### src/rtl/reg_file_param.sv
// Parameterized register file with two combinational read ports, write-through
// bypass, and a one-entry-per-cycle bulk clear sequencer.
module reg_file_param #(
  parameter int WIDTH = 16,
  parameter int DEPTH = 16
) (
  input  logic                                        clk,
  input  logic                                        rst_n,
  input  logic                                        WEN,
  input  logic [((DEPTH > 1) ? $clog2(DEPTH) : 1)-1:0] WADR,
  input  logic [WIDTH-1:0]                            DIN,
  input  logic [((DEPTH > 1) ? $clog2(DEPTH) : 1)-1:0] RADR1,
  input  logic [((DEPTH > 1) ? $clog2(DEPTH) : 1)-1:0] RADR2,
  output logic [WIDTH-1:0]                            OUT1,
  output logic [WIDTH-1:0]                            OUT2,
  input  logic                                        CLR,
  output logic                                        BUSY
);

  localparam int AW = (DEPTH > 1) ? $clog2(DEPTH) : 1;
  // One extra bit so DEPTH itself is representable for range checks.
  localparam logic [AW:0]   DEPTH_W = (AW + 1)'(DEPTH);
  localparam logic [AW-1:0] LAST    = AW'(DEPTH - 1);

  typedef enum logic {IDLE, SWEEP} state_t;

  state_t            state_q, state_d;
  logic [AW-1:0]     cnt_q, cnt_d;
  logic              busy_q, busy_d;
  logic [WIDTH-1:0]  mem_q [DEPTH];
  logic [WIDTH-1:0]  mem_d [DEPTH];

  logic wr_en, rd1_ok, rd2_ok;

  assign wr_en  = WEN && !busy_q && ({1'b0, WADR} < DEPTH_W);
  assign rd1_ok = rst_n && ({1'b0, RADR1} < DEPTH_W);
  assign rd2_ok = rst_n && ({1'b0, RADR2} < DEPTH_W);

  // NOTE: every always_comb output gets a default first, so no path leaves a latch.
  always_comb begin
    state_d = state_q;
    cnt_d   = cnt_q;
    busy_d  = busy_q;
    mem_d   = mem_q;
    unique case (state_q)
      IDLE: begin
        if (wr_en) mem_d[WADR] = DIN;
        if (CLR) begin
          state_d = SWEEP;
          cnt_d   = '0;
          busy_d  = 1'b1;
        end
      end
      SWEEP: begin
        mem_d[cnt_q] = '0;
        if (cnt_q == LAST) begin
          state_d = IDLE;
          cnt_d   = '0;
          busy_d  = 1'b0;
        end else begin
          cnt_d = cnt_q + AW'(1);
        end
      end
      default: state_d = IDLE;
    endcase
  end

  // NOTE: sequential state uses non-blocking assignments only; blocking stays in always_comb.
  always_ff @(posedge clk or negedge rst_n) begin
    if (!rst_n) begin
      state_q <= IDLE;
      cnt_q   <= '0;
      busy_q  <= 1'b0;
    end else begin
      state_q <= state_d;
      cnt_q   <= cnt_d;
      busy_q  <= busy_d;
    end
  end

  // NOTE: the storage must clear asynchronously, so it is built from resettable flops, not a RAM macro.
  always_ff @(posedge clk or negedge rst_n) begin
    if (!rst_n) begin
      for (int i = 0; i < DEPTH; i++) mem_q[i] <= '0;
    end else begin
      for (int i = 0; i < DEPTH; i++) mem_q[i] <= mem_d[i];
    end
  end

  assign OUT1 = !rd1_ok ? '0 : (wr_en && RADR1 == WADR) ? DIN : mem_q[RADR1];
  assign OUT2 = !rd2_ok ? '0 : (wr_en && RADR2 == WADR) ? DIN : mem_q[RADR2];
  assign BUSY = busy_q;

endmodule

### config.mk
export PLATFORM = sky130hd
export DESIGN_NAME = reg_file_param
export DESIGN_NICKNAME = d
export VERILOG_FILES = /design/src/rtl/reg_file_param.sv
export SDC_FILE = /design/constraint.sdc
export NUM_CORES = 1
export LEC_CHECK = 0
export ABC_AREA = 1
export BUFFER_PORTS_ARGS = -buffer_cell sky130_fd_sc_hd__buf_2
export CAP_MARGIN = 15
export CORE_ASPECT_RATIO = 0.8
export CORE_MARGIN = 2
export CORE_UTILIZATION = 34
export DETAILED_ROUTE_END_ITERATION = 6
export GPL_ROUTABILITY_DRIVEN = 0
export HOLD_SLACK_MARGIN = 0.15
export PLACE_DENSITY_LB_ADDON = 0.05
export SLEW_MARGIN = 30
export SYNTH_ARGS = -nofsm -noshare
export SYNTH_HDL_FRONTEND = slang
export SYNTH_SLANG_ARGS = --single-unit
export TNS_END_PERCENT = 100
### constraint.sdc
create_clock -name clk -period 2.38 [get_ports clk]
set_clock_uncertainty 0.15 [all_clocks]
set_input_delay 0.714 -clock clk [delete_from_list [all_inputs] [get_ports clk]]
set_output_delay 0.714 -clock clk [all_outputs]
set_load 0.05 [all_outputs]
==> results of run 1 <==
## cell usage in the layout (no fill, tap or decap), types with 8 or more instances in the layout
cell type,count
sky130_fd_sc_hd__nor2_1,69
sky130_fd_sc_hd__inv_1,292
sky130_fd_sc_hd__o22ai_2,51
sky130_fd_sc_hd__buf_4,108
sky130_fd_sc_hd__buf_6,26
sky130_fd_sc_hd__nand3_2,55
sky130_fd_sc_hd__clkbuf_1,8
sky130_fd_sc_hd__clkinvlp_4,29
sky130_fd_sc_hd__buf_2,28
sky130_fd_sc_hd__nand2_1,564
sky130_fd_sc_hd__dfrtp_1,262
sky130_fd_sc_hd__buf_8,20
sky130_fd_sc_hd__clkbuf_16,33
sky130_fd_sc_hd__buf_12,62
sky130_fd_sc_hd__o22ai_1,207
sky130_fd_sc_hd__nand3_1,439
sky130_fd_sc_hd__nor2_4,10
sky130_fd_sc_hd__nor2_2,11
sky130_fd_sc_hd__nand2_2,27
## stage by stage
stage | worst slack [ns] | instances | total power [mW]
6_report | -0.7953 | 2993 | 14.80
5_1_grt | -0.8237 | 2993 | 15.52
4_1_cts | -0.7415 | 2991 | 14.79
3_5_place_dp | -0.7985 | 2919 | 9.736
3_3_place_gp | -0.7892 | 2919 | 9.715
2_1_floorplan | -0.3018 | 2226 | 8.104
## cells by family (layout without fill, tap and decap cells)
| family | count (synthesis) | in the layout | share of synthesized area, % |
|---|---|---|---|
| xor gates and xnor gates | 3 | 3 | 0.1636 |
| buffers and inverters | 500 | 647 | 13.46 |
| and+or+nand+nor | 1189 | 1189 | 32.71 |
| AOI/OAI and AO/OA | 268 | 268 | 12.55 |
| adders and majority gates | 4 | 4 | 0.3115 |
| DFF | 262 | 262 | 40.80 |
## final cells by class
type / instances / area [um^2] / area share, %
multi-input combinational: 1464 / 7771 / 37.54
sequential: 262 / 6556 / 31.67
timing repair buffer: 259 / 3203 / 15.47
inverter: 333 / 1400 / 6.763
clock buffer: 45 / 877.1 / 4.237
tap: 620 / 775.7 / 3.747
clock inverter: 9 / 108.9 / 0.5258
timing repair inverter: 1 / 8.758 / 0.04231
## routing by layer
metal / part of all wire [%] / track usage [%]
met5: 0 / 0
met4: 2.3 / 7.117
met3: 9.1 / 5.154
met2: 43 / 43.72
met1: 46 / 43.40
## what timing repair did
| action | 4_1_cts | 5_1_grt |
|---|---|---|
| cloned | 11 | 3 |
| hold buffers | 1 | 0 |
| endpoints found under the setup margin | 32 | 32 |
| endpoints found under the hold margin | 23 | 0 |
| pin swaps | 10 | 12 |
| gates resized for setup | 148 | 66 |
| setup buffers | 6 | 0 |
## tightest hold or removal path, delay by kind of cell
| kind | cells | cell delay [ns] |
|---|---|---|
| AO/OA/AOI/OAI | 1 | 0.06 |
| buffers and inverters | 1 | 0.09 |
| AND/OR/NAND/NOR | 2 | 0.08 |
## path summary, 6_finish.rpt
check                      cells after the start                      to  slack, ns
max                                           11                OUT1[14]      -0.80
min                                            4    cnt_q[0]$_DFFE_PN0P_       0.26
max reg2reg                                    8   mem_q[96]$_DFFE_PN0P_       0.31
min reg2reg                                    2  mem_q[238]$_DFFE_PN0P_       0.38
max in group asynchronous                      4   mem_q[96]$_DFFE_PN0P_       0.35
min in group asynchronous                      3  mem_q[172]$_DFFE_PN0P_       0.51
## report_power, final
group	leakage, nW	internal (mW)	switching, mW	total, mW
Combinational	6.31	1.69	3.19	4.88
Clock	0.484	2.74	2.01	4.75
Sequential	3.63	4.97	0.202	5.17
Total	10.4	9.40	5.40	14.8
## registers in the layout, summed over array words and instances (netlist names)
signal   flops
BUSY         1
cnt_q        4
mem_q      256
state_q      1
==> out/qor.txt, run 1 <==
CLOCK TREE
---------------------------------------------------------------------------------
Skew-Pair Late Insertion Delay .....................................      0.58 ns
H-tree level count .................................................            1
Clock Sinks ........................................................          262
Number of buffers created by CTS ...................................           30
Longest Clk Path Bufs ..............................................            3
Root Buffer ........................................................ sky130_fd_sc_hd__clkbuf_16
CTS tree ...........................................................          yes
Clock-pin slew on the worst setup and hold paths ...................      0.06 ns

DRT
---------------------------------------------------------------------------------
Vias after detailed routing ........................................       16,697
Detail Route Antenna Nets ..........................................            0
Routed vias/inst ...................................................        5.579
Number of iterations in the first detailed-routing pass ............            7
Total length of routed wires .......................................    71,910 um
Residual DRC .......................................................            1
First DRT Iteration DRCs ...........................................        1,657
Wire length per cell after detailed routing ........................     24.03 um

GLOBAL ROUTE
---------------------------------------------------------------------------------
Maximum number of pins on one net before global-route repair .......          127
Global-route wire length before repair .............................   106,600 um
Number of global-route vias before repair ..........................       16,130
Total overflow reported by the global router .......................            0
Aggregate global-route resource usage ..............................       29.21%
Number of antenna violations at the first check in global routing ..            0

SYNTH
---------------------------------------------------------------------------------
Total of warnings raised by yosys ..................................            0
Area leader, netlist ............................................... sky130_fd_sc_hd__dfrtp_1
Gate count of the mapped netlist ...................................        2,226
Cell types with the largest area share after synthesis ............. sky130_fd_sc_hd__dfrtp_1 (41%), sky130_fd_sc_hd__nand3_1 (15%), sky130_fd_sc_hd__nand2_1 (14%)
Top cells by instance count after synthesis ........................ sky130_fd_sc_hd__nand2_1 (584), sky130_fd_sc_hd__nand3_1 (483), sky130_fd_sc_hd__inv_1 (326)
Top-count cell post-synth .......................................... sky130_fd_sc_hd__nand2_1
Leading register cell type out of synthesis ........................ sky130_fd_sc_hd__dfrtp_1
Portion of synthesized cell area occupied by the leading cell type .       40.80%
Net count after synthesis ..........................................        2,262
Share of flip-flops with an asynchronous set or reset ..............       100.0%
Netlist cell types .................................................           32
Post-synth EDFFs ...................................................            0
Mapped cell area ...................................................  16,070 um^2
Total of flip-flops plus latches after synthesis ...................          262
Portion of the post-synthesis area used by sequential elements .....       40.80%
Syn Area/Cell ......................................................   7.218 um^2

FLOORPLANNING
---------------------------------------------------------------------------------
Die outline height .................................................     198.4 um
Std-Cell Core Area .................................................  46,820 um^2
Number of I/O pins .................................................           65
Die X-Extent .......................................................     247.1 um
Effective utilization at floorplan .................................       34.32%
Number of placement rows ...........................................           71
Area of the die ....................................................  49,020 um^2

WORST SETUP PATH
---------------------------------------------------------------------------------
Number of buffers and inverters on the critical path ...............            5
Required time of the critical path .................................      1.52 ns
Crit path launch ...................................................     RADR1[0]
Worst Path Arrival .................................................      2.31 ns
Worst Setup Start Kind ............................................. primary input
Crit path max-delay cell type ...................................... sky130_fd_sc_hd__buf_12
Critical path type .................................................       in2out
RR Startpoint ...................................................... BUSY$_DFFE_PN0P_
Critical path's largest stage delay ................................      0.23 ns
Dominant delay contributor by cell family on the critical path ..... buffers and inverters
Critical Path End Type .............................................   output pin
Worst path cell trace .............................................. buf_6 -> buf_6 -> nor2_1 -> nor2_4 -> nand4_4 -> buf_12 -> nor2_4 -> nor2_1 -> nand2_1 -> clkinvlp_4 -> buf_8
Highest net fanout along the worst path ............................           10

JOB
---------------------------------------------------------------------------------
Number of violations of the max-capacitance limit ..................            0

WORST HOLD PATH
---------------------------------------------------------------------------------
Worst min path class ...............................................       in2reg
Start point of the worst min-delay path ............................          CLR

FINAL LAYOUT
---------------------------------------------------------------------------------
# nets final .......................................................        2,387
Final design utilization ...........................................       44.22%
Fraction of final layout cells with drive strength greater than 1 ..       21.79%
P&R area growth vs syn .............................................       28.84%
Number of inserted diodes ..........................................            0
Total of fill cells in the finished design .........................        4,740
Design Area, Final .................................................  20,700 um^2

PLACEMENT
---------------------------------------------------------------------------------
Detailed-placement wirelength estimate .............................    45,210 um
IO Port Bufs .......................................................           64
Placement Cell Area ................................................  18,520 um^2

STA
---------------------------------------------------------------------------------
Fin crit period ....................................................     3.175 ns
Post-layout worst setup margin .....................................   -0.7953 ns
Final critical-path share of the clock period ......................       133.4%
Maximum clock rate .................................................    314.9 MHz
Smallest hold slack ................................................    0.2596 ns
Setup-failing EPs final ............................................           32
Number of max-slew violations in the final report ..................            0
Total negative slack ...............................................    -21.31 ns
Slew Limit Headroom ................................................       43.56%
Worst Tran Pin Value ...............................................    0.8467 ns
Unrepaired setup endpoints after global routing ....................          yes
Hold Vio Cnt, Final ................................................            0

RUN STATUS
---------------------------------------------------------------------------------
Outcome ............................................................ complete, but fails checks
Failing checks ..................................................... design-rule violations, negative setup slack

POWER AND IR DROP
---------------------------------------------------------------------------------
Power Density ...................................................... 714.9 nW/um^2
Maximum vdd ir drop ................................................    0.6104 mV
Leak Pwr ...........................................................     10.42 nW

Note: power is estimated with default switching activity, not from simulation.
==> inputs of run 2 (changes only) <==
--- a/config.mk
+++ b/config.mk
@@ -15,8 +15,8 @@
 export GPL_ROUTABILITY_DRIVEN = 0
 export HOLD_SLACK_MARGIN = 0.15
 export PLACE_DENSITY_LB_ADDON = 0.05
+export REMOVE_ABC_BUFFERS = 1
 export SLEW_MARGIN = 30
 export SYNTH_ARGS = -nofsm -noshare
 export SYNTH_HDL_FRONTEND = slang
 export SYNTH_SLANG_ARGS = --single-unit
-export TNS_END_PERCENT = 100
==> run 2 against run 1 <==
  * The flow finishes with violations (negative setup slack)
  * Non-clock buffer count fell by 11
  * Sequential cell count did not move
  * Global-route usage fell by 0.16 points
  * Hold slack got worse by 0.11 ns
  * Via count fell by 0.91%
  * Core utilization fell by 0.57 points
  * Register-to-register slack got worse by 0.20 ns
  * Critical endpoint is now OUT2[7]
  * Highest routed layer unchanged
==> out/qor.txt, run 2 (synthesized netlist as in run 1, its figures left out) <==
RUN STATUS
--------------------------------------------------------------------------------
Outcome ........................................................... complete, but fails checks
Failing checks .................................................... negative setup slack

WORST SETUP PATH
--------------------------------------------------------------------------------
Critical Path End Type ............................................   output pin
Worst Path Arrival ................................................      2.22 ns   -0.09 ns
RR Startpoint ..................................................... BUSY$_DFFE_PN0P_
Worst path cell trace ............................................. buf_6 -> inv_6 -> buf_6 -> buf_4 -> nand3_1 -> nand3_1 -> nand3_1 -> nand3_2 -> nand2_1 -> inv_1 -> buf_6
Worst Setup Start Kind ............................................ primary input
Required time of the critical path ................................      1.52 ns   about the same
Critical path type ................................................       in2out
End of the worst register-to-register path ........................ mem_q[99]$_DFFE_PN0P_
Worst Reg2Reg Path Length in Cells ................................            9   +1
Critical path's largest stage delay ...............................      0.23 ns   about the same
Highest net fanout along the worst path ...........................           13   +3
Crit path max-delay cell type ..................................... sky130_fd_sc_hd__buf_6
Reg-to-reg slack, setup ...........................................      0.11 ns   -0.20 ns

FINAL LAYOUT
--------------------------------------------------------------------------------
Fraction of final layout cells with drive strength greater than 1 .       19.98%   -1.8 points
Commonest non-fill, non-tap cell in the layout .................... sky130_fd_sc_hd__nand2_1
Most used cells in the layout excluding fill and tap cells ........ sky130_fd_sc_hd__nand2_1 (578), sky130_fd_sc_hd__nand3_1 (463), sky130_fd_sc_hd__inv_1 (307)
Final design utilization ..........................................       43.65%   -0.57 points
Number of inserted diodes .........................................            0   unchanged
Largest registers ................................................. mem_q x256, cnt_q x4
P&R area growth vs syn ............................................       27.18%
# nets final ......................................................        2,375   -0.50%
Top register by number of flip-flops ..............................        mem_q
Number of flip-flops in the largest register ......................          256   unchanged

DRT
--------------------------------------------------------------------------------
Top layer reached by signal wires .................................         met4
Number of iterations in the first detailed-routing pass ...........            6   -1
Wire length per cell after detailed routing .......................     24.21 um   +0.78%
Detailed route wirelength on metal2 ...............................    30,720 um   about the same
First DRT Iteration DRCs ..........................................        1,802   +8.8%
Vias after detailed routing .......................................       16,545   -0.91%
Residual DRC ......................................................            0   -1
Routed met1 length ................................................    33,420 um   +1.3%
Wire length on met3 ...............................................      5935 um   -9.4%
Total length of routed wires ......................................    72,200 um   +0.41%
Routed vias/inst ..................................................        5.548   -0.54%
Detail Route Antenna Nets .........................................            0   unchanged

GLOBAL ROUTE
--------------------------------------------------------------------------------
Maximum number of pins on one net before global-route repair ......          139   +9.4%
Number of antenna violations at the first check in global routing .            0   unchanged
Aggregate global-route resource usage .............................       29.05%   -0.16 points
Number of global-route vias before repair .........................       15,949   -1.1%
Total overflow reported by the global router ......................            0   unchanged
Global-route wire length before repair ............................   105,500 um   -0.99%

STA
--------------------------------------------------------------------------------
Post-layout worst setup margin ....................................   -0.7081 ns   +0.08725 ns
Number of max-slew violations in the final report .................            0   unchanged
Total negative slack ..............................................    -20.16 ns   +1.151 ns
Worst Tran Pin Value ..............................................    0.8710 ns   +0.02438 ns
Slew Limit Headroom ...............................................       41.71%   -1.8 points
Smallest hold slack ...............................................    0.1479 ns   -0.1117 ns
Hold Vio Cnt, Final ...............................................            0   unchanged
Unrepaired setup endpoints after global routing ...................          yes
Maximum clock rate ................................................    323.8 MHz   +2.8%
Fin crit period ...................................................     3.088 ns   -0.08725 ns
Final critical-path share of the clock period .....................       129.8%   -3.7 points
Setup-failing EPs final ...........................................           32   unchanged

CLOCK TREE
--------------------------------------------------------------------------------
H-tree level count ................................................            1   unchanged
Clock Sinks .......................................................          262   unchanged
Root Buffer ....................................................... sky130_fd_sc_hd__clkbuf_16
Longest Clk Path Bufs .............................................            3   unchanged
Skew-Pair Late Insertion Delay ....................................      0.59 ns   about the same
CTS tree ..........................................................          yes
Number of buffers created by CTS ..................................           30   unchanged
Clock-pin slew on the worst setup and hold paths ..................      0.06 ns   about the same

POWER AND IR DROP
--------------------------------------------------------------------------------
Power share of the combinational group ............................        32.1%   -0.8 points
P_int .............................................................     9.515 mW   +1.2%
Leak Pwr ..........................................................     10.53 nW   +1.1%
Clock power frac ..................................................        33.2%   +1.1 points
Sequential group share of total power .............................        34.6%   -0.3 points
Total power consumption of the routed design ......................     14.93 mW   +0.88%
Power Density ..................................................... 730.5 nW/um^2   +2.2%
Switching Fraction ................................................       36.26%   -0.22 points
Maximum vdd ir drop ...............................................    0.7984 mV   +31%
Net Sw Power ......................................................     5.413 mW   +0.27%

PLACEMENT
--------------------------------------------------------------------------------
Detailed-placement wirelength estimate ............................    44,390 um   -1.8%
IO Port Bufs ......................................................           64   unchanged
Post-Place Setup Slack ............................................   -0.7784 ns   +0.02013 ns

FLOORPLANNING
--------------------------------------------------------------------------------
Die X-Extent ......................................................     247.1 um   unchanged
Area of the die ...................................................  49,020 um^2   unchanged
Number of placement rows ..........................................           71   unchanged
Die outline height ................................................     198.4 um   unchanged
Std-Cell Core Area ................................................  46,820 um^2   unchanged
Effective utilization at floorplan ................................       34.32%   unchanged
Number of I/O pins ................................................           65   unchanged

WORST HOLD PATH
--------------------------------------------------------------------------------
Worst min path class ..............................................     in2async

JOB
--------------------------------------------------------------------------------
Number of violations of the max-capacitance limit .................            0   unchanged

## run 2: cell types whose count changed in the layout (fill, tap and decap cells not counted), sizes merged
cell,before,now
buf,249,242
bufbuf,6,2
clkinv,6,9
clkinvlp,29,0
dlygate4sd3,1,0
inv,306,333
## run 2: how the worst max path moves through the flow
stage | startpoint | to | cells past startpoint | slack (ns)
finish | RADR2[1] | OUT2[7] | 11 | -0.71
detailed placement | RADR2[1] | OUT2[7] | 11 | -0.78
CTS | BUSY$_DFFE_PN0P_ | OUT1[10] | 11 | -0.66
global route | BUSY$_DFFE_PN0P_ | OUT2[7] | 11 | -0.74
global placement | RADR2[1] | OUT2[7] | 11 | -0.79
floorplan | RADR1[0] | OUT1[10] | 8 | -1.70
## run 2: critical path: cells and delay by family
family | cells | cell delay (ns)
AND/OR/NAND/NOR | 5 | 0.58
buffers and inverters | 6 | 0.91
## run 2: area by class of cell
class	instances	area, um^2
fillers	4762	26380
multi-input cells	1464	7706
flip-flops and latches	262	6556
repair buffers	248	3072
inverters	333	1282
clock buffers	44	934.6
well taps	620	775.7
clock inverters	11	108.9
## run 2: routing by layer
layer	global-route usage [%]	vias to the layer above
li1	-	7523
met1	43.26	8106
met2	43.67	780
met3	4.560	136
met4	7.385	0
met5	0	-
## run 2: what timing repair did
action | 4_1_cts | 5_1_grt
hold buffers | 0 | 0
endpoints found under the setup margin | 32 | 32
gates cloned | 10 | 4
gates resized for setup | 164 | 46
pin swaps | 31 | 23
setup buffers | 7 | 5
## run 2: power groups by stage
stage               Combinational [mW]  Sequential (mW)  Clock, mW
finish                            4.80             5.17       4.96
global route                      5.15             5.23       5.19
CTS                               4.67             5.18       5.04
detailed placement                4.41             5.25          0
global placement                  4.39             5.25          0
floorplan                         2.51             5.23          0
## run 2: per-stage QoR
| stage | cells | area, um^2 |
|---|---|---|
| after CTS | 2973 | 20140 |
| after global routing | 2982 | 20440 |
| final | 2982 | 20440 |
| after global placement | 2901 | 18190 |
| after floorplan | 2059 | 15160 |
| after detailed placement | 2901 | 18190 |
==> inputs of run 3 (changes only) <==
--- a/config.mk
+++ b/config.mk
@@ -16,6 +16,7 @@
 export HOLD_SLACK_MARGIN = 0.15
 export PLACE_DENSITY_LB_ADDON = 0.05
 export REMOVE_ABC_BUFFERS = 1
+export SETUP_SLACK_MARGIN = 0.5
 export SLEW_MARGIN = 30
 export SYNTH_ARGS = -nofsm -noshare
 export SYNTH_HDL_FRONTEND = slang
==> run 3 against run 2 <==
  * The flow still finishes with violations (negative setup slack)
  * Via count up 2.0%
  * Sequential power barely moved
  * Critical path type unchanged
  * Hold slack better by 0.015 ns
  * Non-clock buffer count is 15 higher
  * First-iteration DRC count fell by 0.33%
  * Worst setup slack improved by 0.019 ns
  * Total power grew 4.9%
==> out/qor.txt, run 3 (synthesized netlist as in run 1, its figures left out) <==
GLOBAL ROUTE
--------------------------------------------------------------------------------
Total overflow reported by the global router ......................            0   unchanged
Maximum number of pins on one net before global-route repair ......          139   unchanged
Number of global-route vias before repair .........................       16,026   +0.48%
Global-route wire length before repair ............................   106,500 um   +0.90%
Number of antenna violations at the first check in global routing .            0   unchanged
Aggregate global-route resource usage .............................       29.38%   +0.33 points

WORST SETUP PATH
--------------------------------------------------------------------------------
Worst path cell trace ............................................. buf_6 -> inv_6 -> buf_6 -> buf_4 -> nand3_1 -> nand3_1 -> nand3_1 -> nand3_2 -> nand2_1 -> inv_1 -> buf_6
Critical Path End Type ............................................   output pin
Required time of the critical path ................................      1.52 ns   about the same
Highest net fanout along the worst path ...........................           13   unchanged
RR Startpoint ..................................................... cnt_q[1]$_DFFE_PN0P_
Critical path's largest stage delay ...............................      0.23 ns   about the same
Worst Path Arrival ................................................      2.21 ns   about the same
Crit path max-delay cell type ..................................... sky130_fd_sc_hd__buf_6
Reg-to-reg slack, setup ...........................................      0.38 ns   +0.27 ns
End of the worst register-to-register path ........................ mem_q[228]$_DFFE_PN0P_
Worst Reg2Reg Path Length in Cells ................................            7   -2
Critical path type ................................................       in2out
Worst Setup Start Kind ............................................ primary input

POWER AND IR DROP
--------------------------------------------------------------------------------
Maximum vdd ir drop ...............................................    0.8339 mV   +4.4%
Clock power frac ..................................................        31.7%   -1.5 points
Power share of the combinational group ............................        35.2%   +3.1 points
Sequential group share of total power .............................        33.1%   -1.5 points
P_int .............................................................     9.822 mW   +3.2%
Net Sw Power ......................................................     5.838 mW   +7.8%
Leak Pwr ..........................................................     10.88 nW   +3.3%
Power Density ..................................................... 721.7 nW/um^2   -1.2%
Switching Fraction ................................................       37.28%   +1.0 points

PLACEMENT
--------------------------------------------------------------------------------
IO Port Bufs ......................................................           64   unchanged
Placement Cell Area ...............................................  18,190 um^2   unchanged
Post-placement cell count .........................................        2,901   unchanged
Detailed-placement wirelength estimate ............................    44,390 um   unchanged
Post-Place Setup Slack ............................................   -0.7784 ns   unchanged

FINAL LAYOUT
--------------------------------------------------------------------------------
Most used cells in the layout excluding fill and tap cells ........ sky130_fd_sc_hd__nand2_1 (576), sky130_fd_sc_hd__nand3_1 (463), sky130_fd_sc_hd__inv_1 (307)
Final Non-Filler Cells ............................................        3,000   +0.60%
Number of flip-flops in the largest register ......................          256   unchanged
Number of inserted diodes .........................................            0   unchanged
Largest registers ................................................. mem_q x256, cnt_q x4
# nets final ......................................................        2,393   +0.76%
Design Area, Final ................................................  21,700 um^2   +6.2%
Fraction of final layout cells with drive strength greater than 1 .       23.87%   +3.9 points
P&R area growth vs syn ............................................       35.05%
Top register by number of flip-flops ..............................        mem_q
Commonest non-fill, non-tap cell in the layout .................... sky130_fd_sc_hd__nand2_1
Total of fill cells in the finished design ........................        4,621   -3.0%

CLOCK TREE
--------------------------------------------------------------------------------
CTS tree ..........................................................          yes
H-tree level count ................................................            1   unchanged
Root Buffer ....................................................... sky130_fd_sc_hd__clkbuf_16
Clock Sinks .......................................................          262   unchanged
Clock-pin slew on the worst setup and hold paths ..................      0.06 ns   about the same
Skew-Pair Late Insertion Delay ....................................      0.59 ns   about the same
Number of buffers created by CTS ..................................           30   unchanged
Hold Buf Count CTS ................................................            0   unchanged
Longest Clk Path Bufs .............................................            3   unchanged

DRT
--------------------------------------------------------------------------------
Wire length per cell after detailed routing .......................     25.27 um   +4.4%
Residual DRC ......................................................            0   unchanged
Vias after detailed routing .......................................       16,880   +2.0%
First DRT Iteration DRCs ..........................................        1,796   -0.33%
Total length of routed wires ......................................    75,810 um   +5.0%
Detail Route Antenna Nets .........................................            0   unchanged
Routed vias/inst ..................................................        5.627   +1.4%
Number of iterations in the first detailed-routing pass ...........            7   +1

STA
--------------------------------------------------------------------------------
Final critical-path share of the clock period .....................       129.0%   -0.78 points
Unrepaired setup endpoints after global routing ...................          yes
Maximum clock rate ................................................    325.8 MHz   +0.61%
Setup-failing EPs final ...........................................           32   unchanged
Total negative slack ..............................................    -19.71 ns   +0.4503 ns
Post-layout worst setup margin ....................................   -0.6895 ns   +0.01860 ns
Number of max-slew violations in the final report .................            0   unchanged
Worst Tran Pin Value ..............................................    0.8573 ns   -0.01373 ns
Hold Vio Cnt, Final ...............................................            0   unchanged
Slew Limit Headroom ...............................................       42.85%   +1.1 points
Smallest hold slack ...............................................    0.1632 ns   +0.01531 ns
Fin crit period ...................................................     3.069 ns   -0.01860 ns

FLOORPLANNING
--------------------------------------------------------------------------------
Effective utilization at floorplan ................................       34.32%   unchanged
Std-Cell Core Area ................................................  46,820 um^2   unchanged
Area of the die ...................................................  49,020 um^2   unchanged
Number of placement rows ..........................................           71   unchanged
Die outline height ................................................     198.4 um   unchanged
Number of I/O pins ................................................           65   unchanged
Die X-Extent ......................................................     247.1 um   unchanged

RUN STATUS
--------------------------------------------------------------------------------
Outcome ........................................................... complete, but fails checks
Failing checks .................................................... negative setup slack

WORST HOLD PATH
--------------------------------------------------------------------------------
Worst min path class ..............................................     in2async

JOB
--------------------------------------------------------------------------------
Number of violations of the max-capacitance limit .................            0   unchanged

## run 3: per-layer routing
layer	routed length, um	track usage (%)
met5	0	0
met4	1891	7.318
met3	6673	4.978
met2	32380	44.15
met1	34860	43.59
## run 3: worst max-delay path by stage
stage / from / end / slack [ns] / cells past startpoint
2_1_floorplan: RADR1[0] / OUT1[10] / -1.70 / 8
3_3_place_gp: RADR2[1] / OUT2[7] / -0.79 / 11
3_5_place_dp: RADR2[1] / OUT2[7] / -0.78 / 11
4_1_cts: BUSY$_DFFE_PN0P_ / OUT1[10] / -0.66 / 11
5_1_grt: BUSY$_DFFE_PN0P_ / OUT2[7] / -0.74 / 11
6_report: RADR2[1] / OUT2[7] / -0.69 / 11
## run 3: critical path: cells and delay by family
family,cells,cell delay [ns]
buf+inv,6,0.91
simple gates,5,0.56
## run 3: final cells by class
cell class	instances	area [um^2]	share of cell area (%)
Tap cell	620	775.7	3.575
Timing Repair Buffer	263	3470	15.99
Clock inverter	11	108.9	0.5016
Sequential cell	262	6559	30.23
Clock buffer	44	934.6	4.307
Multi-Input combinational cell	1467	8564	39.47
Inverter	333	1287	5.933
## run 3: power groups by stage
stage          Combinational (mW)  Sequential (mW)  Clock [mW]
3_5_place_dp                 4.41             5.25           0
2_1_floorplan                2.51             5.23           0
6_report                     5.51             5.18        4.97
3_3_place_gp                 4.39             5.25           0
4_1_cts                      4.81             5.18        5.04
5_1_grt                      5.85             5.23        5.19
## run 3: through the flow
step	utilization, %	power (mW)
2_1_floorplan	-	7.743
3_3_place_gp	38.85	9.633
3_5_place_dp	38.85	9.662
4_1_cts	43.71	15.03
5_1_grt	46.35	16.27
6_report	46.35	15.66
## run 3: timing repair
action,CTS,global route
setup endpoints to repair,129,199
pin swaps,35,50
gates resized for setup,205,162
buffers inserted,12,5
gates cloned,13,14
